File: config.mk
export PLATFORM = sky130hd
export DESIGN_NAME = writeback_ctrl
export DESIGN_NICKNAME = d
export VERILOG_FILES = /design/src/rtl/writeback_ctrl.sv
export SDC_FILE = /design/constraint.sdc
export NUM_CORES = 1
export LEC_CHECK = 0
export CORE_ASPECT_RATIO = 1.4
export CORE_MARGIN = 3
export CORE_UTILIZATION = 46
export CTS_CLUSTER_SIZE = 40
export DETAILED_ROUTE_END_ITERATION = 10
export GPL_TIMING_DRIVEN = 1
export PLACE_DENSITY = 0.95
export SLEW_MARGIN = 20
export SYNTH_ARGS = -nofsm -noshare
export SYNTH_HDL_FRONTEND = slang
export SYNTH_SLANG_ARGS = --single-unit
File: constraint.sdc
create_clock -name clk -period 4.2 [get_ports clk]
set_clock_uncertainty 0.1 [all_clocks]
set_input_delay 1.05 -clock clk [delete_from_list [all_inputs] [get_ports clk]]
set_output_delay 1.05 -clock clk [all_outputs]
set_load 0.005 [all_outputs]
File: src/rtl/writeback_ctrl.sv
// Writer side of the integer register file: captures ALU results and load data,
// formats loads (lane select + sign/zero extend), and drives the regfile write port
// for exactly one cycle while the core FSM sits in WRITE_BACK.
//
// Ports:
//   clk, rst                      clock, synchronous active-high reset
//   state                         core FSM state (WRITE_BACK / TRAP are decoded here)
//   alu_valid/alu_rd/alu_result   ALU result capture (EXECUTE)
//   load_issue/load_rd/load_funct3/load_addr_lo   load issue descriptor
//   mem_rvalid/mem_rdata/mem_err  load data return (MEM_WAIT)
//   rd/result/reg_write           regfile write port
//   wb_done, wb_fault             slot consumed / load dropped pulse
//   pending_valid/pending_rd      outstanding destination for hazard checks
//
// Optional feature: define WB_RETIRE_CNT_EN to add retire_cnt[31:0], a wrapping count
// of cycles with reg_write=1.
module writeback_ctrl #(
  parameter int XLEN  = 32,
  parameter int RADDR = 5
) (
  input  logic             clk,
  input  logic             rst,
  input  logic [2:0]       state,
  input  logic             alu_valid,
  input  logic [RADDR-1:0] alu_rd,
  input  logic [XLEN-1:0]  alu_result,
  input  logic             load_issue,
  input  logic [RADDR-1:0] load_rd,
  input  logic [2:0]       load_funct3,
  input  logic [1:0]       load_addr_lo,
  input  logic             mem_rvalid,
  input  logic [XLEN-1:0]  mem_rdata,
  input  logic             mem_err,
  output logic [RADDR-1:0] rd,
  output logic [XLEN-1:0]  result,
  output logic             reg_write,
  output logic             wb_done,
  output logic             wb_fault,
  output logic             pending_valid,
`ifdef WB_RETIRE_CNT_EN
  output logic [31:0]      retire_cnt,
`endif
  output logic [RADDR-1:0] pending_rd
);

  localparam logic [2:0] CORE_WRITE_BACK = 3'b011;
  localparam logic [2:0] CORE_TRAP       = 3'b101;

  localparam logic [2:0] F3_LB  = 3'b000;
  localparam logic [2:0] F3_LH  = 3'b001;
  localparam logic [2:0] F3_LW  = 3'b010;
  localparam logic [2:0] F3_LBU = 3'b100;
  localparam logic [2:0] F3_LHU = 3'b101;

  typedef enum logic [1:0] {
    S_IDLE      = 2'd0,
    S_LOAD_WAIT = 2'd1,
    S_HOLD      = 2'd2
  } wb_state_t;

  wb_state_t        fsm;
  logic [RADDR-1:0] hold_rd;
  logic [XLEN-1:0]  hold_data;
  logic [2:0]       ld_funct3;
  logic [1:0]       ld_addr_lo;

  logic [7:0]       byte_lane;
  logic [15:0]      half_lane;
  logic [XLEN-1:0]  load_fmt;
  logic             funct3_legal;
  logic             in_wb;
  logic             trap;

  assign in_wb = (state == CORE_WRITE_BACK);
  assign trap  = (state == CORE_TRAP);

  always_comb begin
    funct3_legal = 1'b0;
    case (load_funct3)
      F3_LB, F3_LH, F3_LW, F3_LBU, F3_LHU: funct3_legal = 1'b1;
      default:                             funct3_legal = 1'b0;
    endcase
  end

  // Lane select uses the latched address; addr_lo[0] is ignored for halves since
  // misaligned halves never reach this block.
  always_comb begin
    byte_lane = mem_rdata[{ld_addr_lo, 3'b000} +: 8];
    half_lane = mem_rdata[{ld_addr_lo[1], 4'b0000} +: 16];
    load_fmt  = mem_rdata;
    case (ld_funct3)
      F3_LB:   load_fmt = {{(XLEN-8){byte_lane[7]}}, byte_lane};
      F3_LH:   load_fmt = {{(XLEN-16){half_lane[15]}}, half_lane};
      F3_LBU:  load_fmt = {{(XLEN-8){1'b0}}, byte_lane};
      F3_LHU:  load_fmt = {{(XLEN-16){1'b0}}, half_lane};
      default: load_fmt = mem_rdata;
    endcase
  end

  always_ff @(posedge clk) begin
    if (rst) begin
      fsm        <= S_IDLE;
      hold_rd    <= '0;
      hold_data  <= '0;
      ld_funct3  <= '0;
      ld_addr_lo <= '0;
      wb_fault   <= 1'b0;
    end else begin
      wb_fault <= 1'b0;
      if (trap) begin
        // Abort drops whatever is in flight; a late mem_rvalid lands in S_IDLE and is ignored.
        fsm <= S_IDLE;
      end else begin
        case (fsm)
          S_IDLE: begin
            if (load_issue) begin
              if (funct3_legal) begin
                hold_rd    <= load_rd;
                ld_funct3  <= load_funct3;
                ld_addr_lo <= load_addr_lo;
                fsm        <= S_LOAD_WAIT;
              end else begin
                wb_fault <= 1'b1;
              end
            end else if (alu_valid) begin
              hold_rd   <= alu_rd;
              hold_data <= alu_result;
              fsm       <= S_HOLD;
            end
          end
          S_LOAD_WAIT: begin
            if (mem_rvalid) begin
              if (mem_err) begin
                wb_fault <= 1'b1;
                fsm      <= S_IDLE;
              end else begin
                hold_data <= load_fmt;
                fsm       <= S_HOLD;
              end
            end
          end
          S_HOLD: begin
            if (in_wb) fsm <= S_IDLE;
          end
          default: fsm <= S_IDLE;
        endcase
      end
    end
  end

  // Write port is combinational off the holding regs so the write lands in the
  // same WRITE_BACK cycle; leaving S_HOLD on the next edge makes it a single pulse.
  always_comb begin
    rd            = '0;
    result        = '0;
    reg_write     = 1'b0;
    wb_done       = 1'b0;
    pending_valid = (fsm != S_IDLE);
    pending_rd    = (fsm != S_IDLE) ? hold_rd : '0;
    if (fsm == S_HOLD) begin
      rd     = hold_rd;
      result = hold_data;
      if (in_wb) begin
        wb_done   = 1'b1;
        reg_write = (hold_rd != '0);
      end
    end
  end

`ifdef WB_RETIRE_CNT_EN
  always_ff @(posedge clk) begin
    if (rst)            retire_cnt <= '0;
    else if (reg_write) retire_cnt <= retire_cnt + 32'd1;
  end
`endif

endmodule

==> flow_metrics.py <==
metrics = {
    "run_status": {
        "status": "finished clean",
    },
    "detailed_routing": {
        "wire_per_inst_um": 18.2,
        "detail-route-antenna-nets": 0,
        "vias": 3362,
        "postRouteWirelength_um": 10100,
        "firstDrtPassIters": 5,
        "vias_per_cell": 6.08,
        "dr.first_iter.drc_count": 205,
        "route.detailed.drc": 0,
    },
    "floorplanning": {
        "start_util_pct": 48.6,
        "fp-row-count": 34,
        "dieArea_um2": 7770,
        "die_w_um": 75.4,
        "die_y_um": 103,
        "design.portCount": 134,
        "coreArea_um2": 6380,
    },
    "power_and_ir_drop": {
        "p_sw_mw": 0.340,
        "p_per_area_nw_per_um2": 246,
        "p_sw_share_pct": 31.3,
        "ir_worst_vdd_mv": 0.163,
        "p_int_mw": 0.748,
        "power.share.clock_pct": 24.6,
        "seqPwrFrac_pct": 45.3,
        "comb_power_share_pct": 30.1,
        "leakagePower_nw": 1.62,
    },
    "clock_tree": {
        "cts_resized": 0,
        "holdBufCountCts": 0,
        "htreeDepth": 2,
        "cts.sinks": 45,
        "cts_buffers": 5,
        "path_clk_slew_ns": 0.09,
        "tritoncts": "done",
        "cts_root_buf": "clkbuf_8",
        "post-cts-setup-buffers": 0,
        "clockBufferDepth": 2,
        "clock_latency_ns": 0.30,
    },
    "layout": {
        "final.fill_count": 504,
        "finalNetCount": 569,
        "area_growth_pct": 42.8,
        "layout_common_cells": "clkdlybuf4s50_1, nor2_1, dfxtp_1",
        "diodes": 0,
        "layout_commonest_cell": "clkdlybuf4s50_1",
        "drive_above_1_share_pct": 5.82,
        "final_area_um2": 4430,
    },
    "sta": {
        "layout_setup_ws_ns": 0.586,
        "drv_slew": 0,
        "fmax_mhz": 277,
        "finalCritPeriodShare_pct": 86.0,
        "finalCriticalPeriod_ns": 3.61,
        "hold_violations": 0,
        "fin_setup_tns_ns": 0,
        "rsz0062_at_grt": "no",
        "setup_viol": 0,
        "tightest_slew_ns": 1.03,
        "slew_headroom_pct": 31.1,
    },
    "place": {
        "post-place-ws_ns": 0.395,
        "dp_hpwl_um": 7770,
        "postPlaceCellArea_um2": 4340,
        "gp_congestion": 0.853,
        "io_buffers": 133,
    },
    "global_routing": {
        "grt_max_degree": 34,
        "grt_usage_pct": 26.3,
        "grt_pass1_vias": 3461,
        "grt_overflow": 0,
        "grt_pass1_wl_um": 15900,
        "antenna_found_initial": 0,
    },
    "worst_setup_path": {
        "cpMostUsedCell": "clkdlybuf4s50_1",
        "cp_slowest_stage_delay_ns": 0.49,
        "worstPathRequired_ns": 3.05,
        "critical_path.max_fanout": 5,
        "critPathLaunchType": "input pin",
        "crit_family": "buffers and inverters",
        "path_cells": "clkdlybuf4s50_1 > and4b_1 > o21a_1 > clkdlybuf4s50_1",
        "critical_path_class": "in -> out",
        "reg2reg_depth": 4,
        "end_kind": "output port",
        "crit_cells": 4,
        "critPathSlowestCell": "clkdlybuf4s50_1",
        "reg2reg_slack_ns": 1.56,
        "critPathLaunch": "state[2]",
        "cp.arrival_ns": 2.46,
        "r2r_start": "fsm[0]",
        "crit_buf_inv": 2,
    },
    "flow_run": {
        "maxCapViolCount": 0,
    },
    "yosys": {
        "async_flop_share_pct": 0,
        "syn_nets": 457,
        "synth-edff-count": 0,
        "synth_area_um2": 3100,
        "avgSynthCellArea_um2": 8.40,
        "yosysSeqAreaShare_pct": 29.1,
        "synth-main-ff-cell": "dfxtp_1",
        "synthCells": 369,
        "yosysWarnings": 0,
        "synth_cell_type_count": 55,
        "ys_seq_elements": 45,
    },
    "min_path": {
        "min_from": "hold_data[29]",
        "hold_depth": 2,
        "min_path_type": "reg -> reg",
    },
}
==> power by group through the flow <==
| stage | logic, mW | clock network [mW] | registers, mW |
|---|---|---|---|
| 2_1_floorplan | 0.196 | 0 | 0.485 |
| 5_1_grt | 0.356 | 0.289 | 0.498 |
| 6_report | 0.328 | 0.267 | 0.493 |
| 4_1_cts | 0.326 | 0.269 | 0.492 |
| 3_3_place_gp | 0.313 | 0 | 0.500 |
| 3_5_place_dp | 0.325 | 0 | 0.502 |
==> final timing paths <==
path | endpoint
hold reg to reg | hold_data[29]
setup / recovery | reg_write
setup reg to reg | hold_data[18]
hold / removal | hold_data[29]
==> cell families (layout without fill, tap and decap cells) <==
kind of cell	count (synthesis)	count (layout)	share of synthesized area, %
AO/OA/AOI/OAI	105	105	27.6
buffers and inverters	52	164	9.37
flip-flops	45	45	29.1
multiplexers	15	15	5.81
AND/OR/NAND/NOR	152	152	28.2
==> routing by layer <==
layer | vias to the layer above | global-route usage, % | wire, um
met2 | 164 | 45.6 | 5250
met3 | 38 | 6.05 | 756
met1 | 1570 | 29.6 | 3670
li1 | 1590 | - | -
met5 | - | 0 | 0
met4 | 0 | 12.8 | 395
==> cells in the mapped netlist (2+ instances only) <==
library cell	instances	area share (%)
buf_2	6	0.97
or4_1	7	1.7
nor3_1	8	1.3
o32ai_1	16	4.5
a211oi_2	2	0.81
nand2_1	9	1.1
buf_6	4	1.5
a21oi_1	17	2.7
nor2b_1	10	2.0
clkbuf_1	15	1.8
a211oi_1	19	4.6
inv_1	17	2.1
and2_1	42	8.5
o211a_1	8	2.6
o21a_1	2	0.48
buf_4	2	0.48
mux2i_1	12	3.9
clkinv_1	2	0.24
a311oi_1	7	2.0
nand2b_1	3	0.61
o21ai_0	2	0.32
nor2_1	49	5.9
a221oi_1	16	4.5
nand3b_1	10	2.4
clkbuf_8	3	1.3
a31oi_1	2	0.40
o41ai_1	7	2.0
dfxtp_1	45	29
==> worst register-to-register path, cell delays in order (launching register included) <==
cell,delay [ns]
dfxtp_1,0.44
and4bb_2,0.34
o21ai_2,0.78
nand2b_1,0.60
o32ai_1,0.28
==> cell type report <==
type                       count  area [um2]  share of cell area [%]
multi-input combinational    272        1910                    43.2
timing repair buffer         138        1370                    30.9
sequential                    45         901                    20.4
tap                           72        90.1                    2.04
inverter                      19        71.3                    1.61
clock buffer                   5        68.8                    1.55
clock inverter                 2        16.3                   0.367
==> flip-flops by register name, indices dropped and copies added, names as in the netlist <==
signal and flops:
ld_addr_lo 2, wb_fault 1, hold_data 32, ld_funct3 3, hold_rd 5, fsm 2
==> stage by stage <==
stage	total power [mW]	hold WS [ns]	utilization, %	instances
after detailed placement	0.827	0.342	68.0	546
after CTS	1.09	0.355	69.4	553
after global routing	1.14	0.384	69.4	553
after floorplan	0.681	0.327	-	369
after global placement	0.813	0.340	68.0	546
final	1.09	0.356	69.4	553
Note: power is estimated with default switching activity, not from simulation.
